==> src/rtl/ioctl_word_loader.sv <==
// Packs ioctl byte writes into DATA_W-wide words with byte enables, buffers them
// in a show-ahead FIFO and delivers them over a req/ack memory write port.
module ioctl_word_loader #(
  parameter int unsigned DATA_W        = 16,
  parameter int unsigned ADDR_W        = 16,
  parameter int unsigned FIFO_DEPTH    = 4,
  parameter int unsigned BASE_ADDR     = 0,
  parameter logic [7:0]  INDEX_VAL     = 8'h00,
  parameter logic [7:0]  INDEX_MASK    = 8'hFF,
  parameter bit          LITTLE_ENDIAN = 1'b1
) (
  input  logic                clk_48,
  input  logic                reset,
  input  logic                ioctl_download,
  input  logic                ioctl_wr,
  input  logic [24:0]         ioctl_addr,
  input  logic [7:0]          ioctl_dout,
  input  logic [7:0]          ioctl_index,
  output logic                ioctl_wait,
  output logic                mem_req,
  input  logic                mem_ack,
  output logic [ADDR_W-1:0]   mem_addr,
  output logic [DATA_W-1:0]   mem_data,
  output logic [DATA_W/8-1:0] mem_be,
  output logic                busy,
  output logic                done,
  output logic                overflow
);

  localparam int NB  = DATA_W / 8;
  localparam int LB  = $clog2(NB);
  localparam int LBW = (LB > 0) ? LB : 1;
  localparam int PW  = $clog2(FIFO_DEPTH);
  localparam int CW  = PW + 1;

  logic              accept_s;
  logic              fall_s;
  logic              full_be_s;
  logic              mismatch_s;
  logic              push_s;
  logic              pop_s;
  logic              fifo_full_s;
  logic              push_ok_s;
  logic [LBW-1:0]    lane_s;
  logic [LBW-1:0]    pos_s;
  logic [ADDR_W-1:0] w_s;
  logic [NB-1:0]     byte_be_s;
  logic [DATA_W-1:0] byte_data_s;
  logic [DATA_W-1:0] byte_mask_s;

  logic              dl_q;
  logic              flush_q;
  logic              asm_valid_q, asm_valid_d;
  logic [ADDR_W-1:0] asm_addr_q, asm_addr_d;
  logic [DATA_W-1:0] asm_data_q, asm_data_d;
  logic [NB-1:0]     asm_be_q, asm_be_d;
  logic [PW-1:0]     wr_ptr_q, wr_ptr_d;
  logic [PW-1:0]     rd_ptr_q, rd_ptr_d;
  logic [CW-1:0]     count_q, count_d;
  logic              wait_q;
  logic              busy_q, busy_d;
  logic              done_q, done_d;
  logic              overflow_q, overflow_d;

  logic [ADDR_W-1:0] fifo_addr_q [FIFO_DEPTH];
  logic [DATA_W-1:0] fifo_data_q [FIFO_DEPTH];
  logic [NB-1:0]     fifo_be_q   [FIFO_DEPTH];

  // Byte decode: target word address, lane and its position in the word.
  assign accept_s    = ioctl_download && ioctl_wr && ((ioctl_index & INDEX_MASK) == INDEX_VAL);
  assign fall_s      = dl_q && !ioctl_download;
  assign w_s         = ADDR_W'(ioctl_addr >> LB) + ADDR_W'(BASE_ADDR);
  assign lane_s      = (LB > 0) ? ioctl_addr[LBW-1:0] : '0;
  assign pos_s       = LITTLE_ENDIAN ? lane_s : (LBW'(NB - 1) - lane_s);
  assign byte_be_s   = NB'(1'b1) << pos_s;
  assign byte_data_s = DATA_W'(ioctl_dout) << {pos_s, 3'b000};
  assign byte_mask_s = DATA_W'(8'hFF) << {pos_s, 3'b000};

  assign full_be_s   = asm_valid_q && (asm_be_q == '1);
  assign mismatch_s  = accept_s && asm_valid_q && (asm_addr_q != w_s);
  assign push_s      = asm_valid_q && (full_be_s || flush_q || mismatch_s);

  assign pop_s       = (count_q != '0) && mem_ack;
  assign fifo_full_s = (count_q == CW'(FIFO_DEPTH));
  assign push_ok_s   = push_s && (!fifo_full_s || pop_s);

  // Assembler next state: push-and-reload, merge, or fresh load.
  always_comb begin
    asm_valid_d = asm_valid_q;
    asm_addr_d  = asm_addr_q;
    asm_data_d  = asm_data_q;
    asm_be_d    = asm_be_q;
    if (push_s) begin
      if (accept_s) begin
        asm_valid_d = 1'b1;
        asm_addr_d  = w_s;
        asm_data_d  = byte_data_s;
        asm_be_d    = byte_be_s;
      end else begin
        asm_valid_d = 1'b0;
        asm_addr_d  = '0;
        asm_data_d  = '0;
        asm_be_d    = '0;
      end
    end else if (accept_s) begin
      if (asm_valid_q) begin
        asm_data_d = (asm_data_q & ~byte_mask_s) | byte_data_s;
        asm_be_d   = asm_be_q | byte_be_s;
      end else begin
        asm_valid_d = 1'b1;
        asm_addr_d  = w_s;
        asm_data_d  = byte_data_s;
        asm_be_d    = byte_be_s;
      end
    end else begin
      asm_valid_d = asm_valid_q;
    end
  end

  // FIFO pointers, occupancy, overflow and window status.
  always_comb begin
    wr_ptr_d   = wr_ptr_q + PW'(push_ok_s);
    rd_ptr_d   = rd_ptr_q + PW'(pop_s);
    count_d    = count_q + CW'(push_ok_s) - CW'(pop_s);
    overflow_d = overflow_q | (push_s & ~push_ok_s);
    // Completion looks at next-state so done lands the cycle after the last transfer.
    done_d     = busy_q && !ioctl_download && !asm_valid_d && (count_d == '0);
    if (accept_s) begin
      busy_d = 1'b1;
    end else if (done_d) begin
      busy_d = 1'b0;
    end else begin
      busy_d = busy_q;
    end
  end

  // Control and status registers.
  always_ff @(posedge clk_48) begin
    if (reset) begin
      dl_q        <= 1'b0;
      flush_q     <= 1'b0;
      asm_valid_q <= 1'b0;
      asm_addr_q  <= '0;
      asm_data_q  <= '0;
      asm_be_q    <= '0;
      wr_ptr_q    <= '0;
      rd_ptr_q    <= '0;
      count_q     <= '0;
      wait_q      <= 1'b0;
      busy_q      <= 1'b0;
      done_q      <= 1'b0;
      overflow_q  <= 1'b0;
    end else begin
      dl_q        <= ioctl_download;
      flush_q     <= fall_s;
      asm_valid_q <= asm_valid_d;
      asm_addr_q  <= asm_addr_d;
      asm_data_q  <= asm_data_d;
      asm_be_q    <= asm_be_d;
      wr_ptr_q    <= wr_ptr_d;
      rd_ptr_q    <= rd_ptr_d;
      count_q     <= count_d;
      wait_q      <= (count_q >= CW'(FIFO_DEPTH - 2));
      busy_q      <= busy_d;
      done_q      <= done_d;
      overflow_q  <= overflow_d;
    end
  end

  // Word storage; contents are only observed through a non-empty head.
  always_ff @(posedge clk_48) begin
    if (push_ok_s) begin
      fifo_addr_q[wr_ptr_q] <= asm_addr_q;
      fifo_data_q[wr_ptr_q] <= asm_data_q;
      fifo_be_q[wr_ptr_q]   <= asm_be_q;
    end else begin
      fifo_addr_q[wr_ptr_q] <= fifo_addr_q[wr_ptr_q];
    end
  end

  assign mem_req    = (count_q != '0);
  assign mem_addr   = mem_req ? fifo_addr_q[rd_ptr_q] : '0;
  assign mem_data   = mem_req ? fifo_data_q[rd_ptr_q] : '0;
  assign mem_be     = mem_req ? fifo_be_q[rd_ptr_q]   : '0;
  assign ioctl_wait = wait_q;
  assign busy       = busy_q;
  assign done       = done_q;
  assign overflow   = overflow_q;

endmodule

==> config.mk <==
export PLATFORM = sky130hd
export DESIGN_NAME = ioctl_word_loader
export DESIGN_NICKNAME = d
export VERILOG_FILES = /design/src/rtl/ioctl_word_loader.sv
export SDC_FILE = /design/constraint.sdc
export NUM_CORES = 1
export LEC_CHECK = 0
export BUFFER_PORTS_ARGS = -buffer_cell sky130_fd_sc_hd__buf_2
export CAP_MARGIN = 0
export CORE_ASPECT_RATIO = 2
export CORE_MARGIN = 10
export CORE_UTILIZATION = 58
export CTS_CLUSTER_DIAMETER = 80
export DETAILED_ROUTE_END_ITERATION = 12
export GPL_ROUTABILITY_DRIVEN = 0
export GPL_TIMING_DRIVEN = 1
export HOLD_SLACK_MARGIN = 0.06
export PLACE_DENSITY = 0.87
export SYNTH_ARGS = -nofsm -noshare
export SYNTH_HDL_FRONTEND = slang
export SYNTH_SLANG_ARGS = --single-unit
==> constraint.sdc <==
create_clock -name clk_48 -period 5 [get_ports clk_48]
set_input_delay 0.25 -clock clk_48 [delete_from_list [all_inputs] [get_ports clk_48]]
set_output_delay 0.25 -clock clk_48 [all_outputs]
set_load 0.01 [all_outputs]
# ---- Yosys cells after proc, flatten, opt, wreduce, memory -nomap -nowiden
# Memories as Yosys holds them, arrays and structs flattened. A register that Yosys moved wholly into a read port is not among the register bits.
# Cells that the tools add are included.
dict set report totals {
  regBits 48
  mem_bits_rw 136
  in_bits 46
  elab_cells 89
  mem_count 3
}
# memory depth word_bits rd rd_clocked_by_memory_dff write_ports line
set mem_list {}
lappend mem_list {fifo_addr_q 4 16 1 1 1 65} ;# logic [ADDR_W-1:0] fifo_addr_q [FIFO_DEPTH];
lappend mem_list {fifo_data_q 4 16 1 1 1 66} ;# logic [DATA_W-1:0] fifo_data_q [FIFO_DEPTH];
lappend mem_list {fifo_be_q 4 2 1 1 1 67} ;# logic [NB-1:0] fifo_be_q [FIFO_DEPTH];
dict set report op_classes {
  addsub 4
  order_cmp 1
  n_eq_ne 5
  n_shift 3
  n_mux 27
  bitwise 8
  n_reduce_logical 25
}
# cell n
set ops {}
lappend ops {{16-bit 2-to-1 mux} 11}
lappend ops {{16-bit AND} 1}
lappend ops {{2-bit 2-to-1 mux} 8}
lappend ops {{16-bit inequality test} 1}
lappend ops {{16-bit inverter} 1}
lappend ops {{16-bit bitwise OR} 1}
lappend ops {{8-bit by 4-bit left shift with 16-bit output} 1}
lappend ops {{8-bit by 4-bit left shift with 16-bit output, first input constant} 1}
lappend ops {{1-bit logical AND} 12}
lappend ops {{8-bit logical NOT} 1}
lappend ops {{1-bit 2-to-1 mux} 8}
lappend ops {{2-bit by 1-bit adder with 2-bit output} 2}
lappend ops {{2-bit AND reduction} 2}
lappend ops {{2-bit nonzero test} 2}
lappend ops {{3-bit by 1-bit adder with 3-bit output} 1}
lappend ops {{3-bit equality test, second input constant} 1}
lappend ops {{3-bit by 2-bit >= comparator with 1-bit output, second input constant} 1}
lappend ops {{1-bit logical NOT} 3}
lappend ops {{3-bit logical NOT} 1}
lappend ops {{1-bit logical OR} 3}
lappend ops {{3-bit nonzero test} 1}
lappend ops {{3-bit by 1-bit subtractor with 3-bit output} 1}
lappend ops {{2-bit equality test, second input constant} 1}
lappend ops {{2-bit inequality test, second input constant} 1}
lappend ops {{6 further kinds} 7}

# ---- Logic depth before layout (Yosys ltp)
dict set report depth {
  word_depth 13
  depth_mapped 12
  depth_no_buf 11
}

# ---- Worst setup path after synthesis
# OpenSTA, ideal clock, no wires.
dict set report synth_path {
  path_kind {register to register}
  from {reg asm_addr_q[0]}
  to {mem fifo_addr_q[0][0], enable pin}
  setup_time_ps 475
  t_arrival_ps 3868
  t_required_ps 4525
  path_slack_ps 657
  stages_incl_launch_ff 7
  path_cell_list {dfxtp_1 > xor2_1 > nor4_2 > and4_1 > buf_6 > o21ai_0 > nor3b_1}
}
dict set report synth_via {
  elab_chain_len 8
}
# item line
set synth_rtl {}
lappend synth_rtl {{start: declaration} 54} ;# logic [ADDR_W-1:0] asm_addr_q, asm_addr_d;
lappend synth_rtl {{start signal: assignment} 157} ;# asm_addr_q <= asm_addr_d;
lappend synth_rtl {{16-bit inequality test (*)} 80} ;# assign mismatch_s = accept_s && asm_valid_q && (asm_addr_q != w_s);
lappend synth_rtl {{1-bit logical AND (*)} 80}
lappend synth_rtl {{1-bit logical OR (*)} 81} ;# assign push_s = asm_valid_q && (full_be_s || flush_q || mismatch_s);
lappend synth_rtl {{1-bit logical AND (*)} 81}
lappend synth_rtl {{1-bit logical AND (*)} 85} ;# assign push_ok_s = push_s && (!fifo_full_s || pop_s);
lappend synth_rtl {{1-bit 2-to-1 mux (on tied branches)} {172, 177}}
lappend synth_rtl {{1-bit 2-to-1 mux (not written as such) or 2-bit AND reduction (tied branches)} -}
lappend synth_rtl {{1-bit bitwise OR (no line) (*)} -}
lappend synth_rtl {{end: declaration} 65}
# Every way passes the cells marked *; elsewhere a longest branch is shown, timed or not.

# ---- Worst setup path in the final report
dict set report layout_path {
  from {in ioctl_download}
  to {reg busy_q (netlist: busy)}
}
dict set report layout_via {
  elab_chain_len 12
}
# item line
set layout_rtl {}
lappend layout_rtl {{start: declaration} 14} ;# input logic ioctl_download,
lappend layout_rtl {{1-bit logical AND (2 in a row)} 70} ;# assign accept_s = ioctl_download && ioctl_wr && ((ioctl_index & INDEX_MASK) == INDEX_VAL);
lappend layout_rtl {{1-bit logical AND (2 in a row)} 80}
lappend layout_rtl {{1-bit logical OR} 81}
lappend layout_rtl {{1-bit logical AND} 81}
lappend layout_rtl {{1-bit logical AND} 85}
lappend layout_rtl {{3-bit by 1-bit adder with 3-bit output} 124} ;# count_d = count_q + CW'(push_ok_s) - CW'(pop_s);
lappend layout_rtl {{3-bit by 1-bit subtractor with 3-bit output} 124}
lappend layout_rtl {{3-bit logical NOT} 127} ;# done_d = busy_q && !ioctl_download && !asm_valid_d && (count_d == '0);
lappend layout_rtl {{1-bit logical AND} 127}
lappend layout_rtl {{2-bit nonzero test (no line)} -}
lappend layout_rtl {{end signal: assignment} 164} ;# busy_q <= busy_d;
lappend layout_rtl {{end: declaration} 61} ;# logic busy_q, busy_d;
# Parallel ways exist; a longest one is shown, timed or not.
# A chain may end at the register's enable or synchronous reset.

==> results.yml <==
outcome:
  status: "finished, final reports clean"
clock_tree:
  clk_latency_ns: 0.43
  cts_max_level: 4
  cts_inserted_buffers: 17
  post_cts_buffers: 0
  ctsHoldBuffers: 1
  clk_path_buf_depth: 2
  clock-root-buffer: "clkbuf_16"
  cts.clk_slew.worst_paths_ns: 0.06
  cts_tree: "built"
  cts_resized: 0
  numClockSinks: 184
pwr:
  p_seq_frac: 0.408
  ir_drop_mv: 0.434
  cellLeakagePower_nw: 2.73
  switching_share: 0.292
  clkPwrFrac: 0.308
  p_sw_mw: 1.23
  intPower_mw: 2.98
  power.density_mw_per_mm2: 502
  combPwrFrac: 0.284
worst_setup_path:
  cp_slowest_cell: "and3_1"
  worstReg2RegEnd: "busy"
  end_kind: "flop"
  required_ns: 5.28
  cp_max_fo: 22
  arrival_ns: 3.95
  slowest_delay_ns: 0.73
  critPathKind: "in2reg"
  cp_cell_sequence: "dlygate4sd3_1 > buf_2 > and4bb_2 > and3_1 > nand2_1 > o21ai_0 > ha_1 > inv_1 > fa_1 > nor4bb_1 > nand2_1 > o21ai_0 > a21oi_1"
  reg2reg_from: "asm_addr_q[14]"
  startpoint_type: "primary input"
  r2r_cells: 11
  reg2reg_slack_ns: 1.71
routing:
  highest_layer: "met4"
  drc: 0
  met2_length_um: 8660
  wirelength_um: 15500
  vias: 4134
  vias_per_cell: 6.13
  post_drt_wl_per_cell_um: 23.0
  drt_pass1_iterations: 5
  dr_wl_met3_um: 995
  antenna_left: 0
  wl_met1_um: 5490
  drt_iter0_drc: 343
floorplanning:
  core.rowCount: 57
  ios: 85
  dieArea_mm2: 0.0177
  die_h_um: 179
  die_x_um: 99.3
  core_mm2: 0.0123
  start_util: 0.595
yosys:
  synth_area_mm2: 0.00730
  synth_area_leader_cell: "edfxtp_1"
  synth_ff_type: "edfxtp_1"
  synth_async_sr_flop_share: 0
  synth_area_leaders: "edfxtp_1 56%, dfxtp_1 13%, mux4_2 10%, nor2b_1 3.3%, a311oi_1 1.9%"
  synth_cell_types: 44
  netlist_top_cells_count: "136 x edfxtp_1, 48 x dfxtp_1, 39 x nor2b_1"
  avgSynthCellArea_um2: 16.8
  yosys_warnings: 0
  synth_cells: 435
  yosysSeqAreaShare: 0.691
  synth_top_area_frac: 0.560
  synth-edff-count: 136
  yosysMostFrequentCell: "edfxtp_1"
  synthesis.nets: 487
  synth.ff_latch_count: 184
placed_design:
  postPlaceCellArea_mm2: 0.00780
  io_buffers: 76
  place_ws_ns: 1.39
  placed_cells: 641
  hpwlAfterDp_um: 10000
global_routing:
  grt_use_total: 0.181
  grt_pass1_vias: 4371
  grt_max_degree: 37
  grt_overflow: 0
  antenna_found_initial: 0
  grt_first_pass_wirelength_um: 24200
final_layout:
  multiInputGateArea_mm2: 0.00210
  final_nets: 566
  area_delta_synth_final_pct: 15.0
  fillCellCount: 777
  post-route-util: 0.684
  final_area_mm2: 0.00839
  drive_gt1_frac: 0.315
  seqCellArea_mm2: 0.00505
  fin_cells: 674
  antennaDiodeCount: 0
worst_hold_path:
  hp-class: "in2reg"
  worst_hold_path.endpoint: "asm_addr_q[5]"
  hold_depth: 2
  hp-start: "ioctl_addr[6]"
sta:
  fin_ws_ns: 1.33
  fin_tns_setup_ns: 0
  max_freq_ghz: 0.272
  hold_viol_final: 0
  finalClockSkew_ns: 0.0129
  rsz0062_at_grt: "no"
  layout_min_cycle_time_ns: 3.67
  relSlewSlack: 0.164
  maxSlewViolCount: 0
  setup_viol: 0
  worst_pin_slew_ns: 1.25
  min_period_over_period: 0.734
flow_run:
  cap_violations: 0
## power groups by stage
stage | registers [mW] | clock network [mW] | logic (mW)
global route | 1.73 | 1.37 | 1.31
global placement | 1.75 | 0 | 1.19
finish | 1.72 | 1.30 | 1.19
CTS | 1.72 | 1.31 | 1.23
floorplan | 1.69 | 0 | 0.819
detailed placement | 1.76 | 0 | 1.22
## placed cells by master (no fill, tap or decap), types with 3 or more instances in the layout
cell       Yosys  layout
nor2_1         9       9
edfxtp_1     136     136
a22o_2         6       6
clkbuf_16      0      17
buf_2          6      76
clkinv_4       0       5
inv_1          8       8
nand3_1        9       9
a22o_1        10      10
o21ai_0        3       3
xor2_1        16      16
mux4_2        34      34
ha_1           5       5
nor2b_1       39      39
buf_4          1       7
nor4_1         3       3
and3_1         3       3
dfxtp_1       48      47
a21oi_1       12      12
a311oi_1      16      16
nor4_2         3       3
a31oi_1        9       9
nand2_1       15      15
xnor2_1        3       3
## critical path: cells and delay by family
kind,cells,cell delay [ns]
AND/OR/NAND/NOR,5,1.47
buffers and inverters,3,0.69
adder cells (fa/ha/maj),2,0.75
AO/OA/AOI/OAI,3,0.77
## flip-flops by register name, indices dropped and copies added, names as in the netlist, 2 cells and up, named ones only
register and flops:
rd_ptr_q 2, fifo_data_q 64, fifo_be_q 8, asm_be_q 2, count_q 3, wr_ptr_q 2
fifo_addr_q 64, asm_addr_q 16
## worst max-delay path by stage
stage / startpoint / to / depth (start not counted)
2_1_floorplan: asm_addr_q[0] / fifo_addr_q[0][0] / 6
3_5_place_dp: ioctl_index[3] / busy / 12
4_1_cts: ioctl_download / busy / 13
3_3_place_gp: ioctl_index[3] / busy / 12
5_1_grt: ioctl_download / busy / 13
6_report: ioctl_download / busy / 13
## area by class of cell
class                           instances  area share
Sequential cell                       184       0.602
Inverter                                8     0.00358
Multi-Input combinational cell        219       0.251
Clock inverter                         14      0.0181
Tap cell                              147      0.0219
Clock buffer                           18      0.0512
Timing Repair Buffer                   84      0.0528
## per-layer routing
| metal | global-route usage | vias up |
|---|---|---|
| li1 | - | 1867 |
| met1 | 0.192 | 2060 |
| met2 | 0.327 | 184 |
| met3 | 0.0492 | 23 |
| met4 | 0.0738 | 0 |
| met5 | 0 | - |
## cell families (layout without fill, tap and decap cells)
kind of cell             Yosys count  after routing  synth area share
flip-flops                       184            184             0.691
AND/OR/NAND/NOR                   99             99            0.0820
AO/OA/AOI/OAI                     61             61            0.0659
multiplexers                      34             34             0.105
buffers and inverters             32            124            0.0216
XOR/XNOR                          19             19            0.0228
adder cells (fa/ha/maj)            6              6            0.0113
## through the flow
| step | hold slack (ns) | total power, mW |
|---|---|---|
| after floorplan | 0.326 | 2.51 |
| after global placement | 0.446 | 2.94 |
| after detailed placement | 0.461 | 2.98 |
| after CTS | 0.0617 | 4.27 |
| after global routing | 0.0688 | 4.41 |
| final | 0.0757 | 4.21 |
Power figures use the tool's default switching activity.
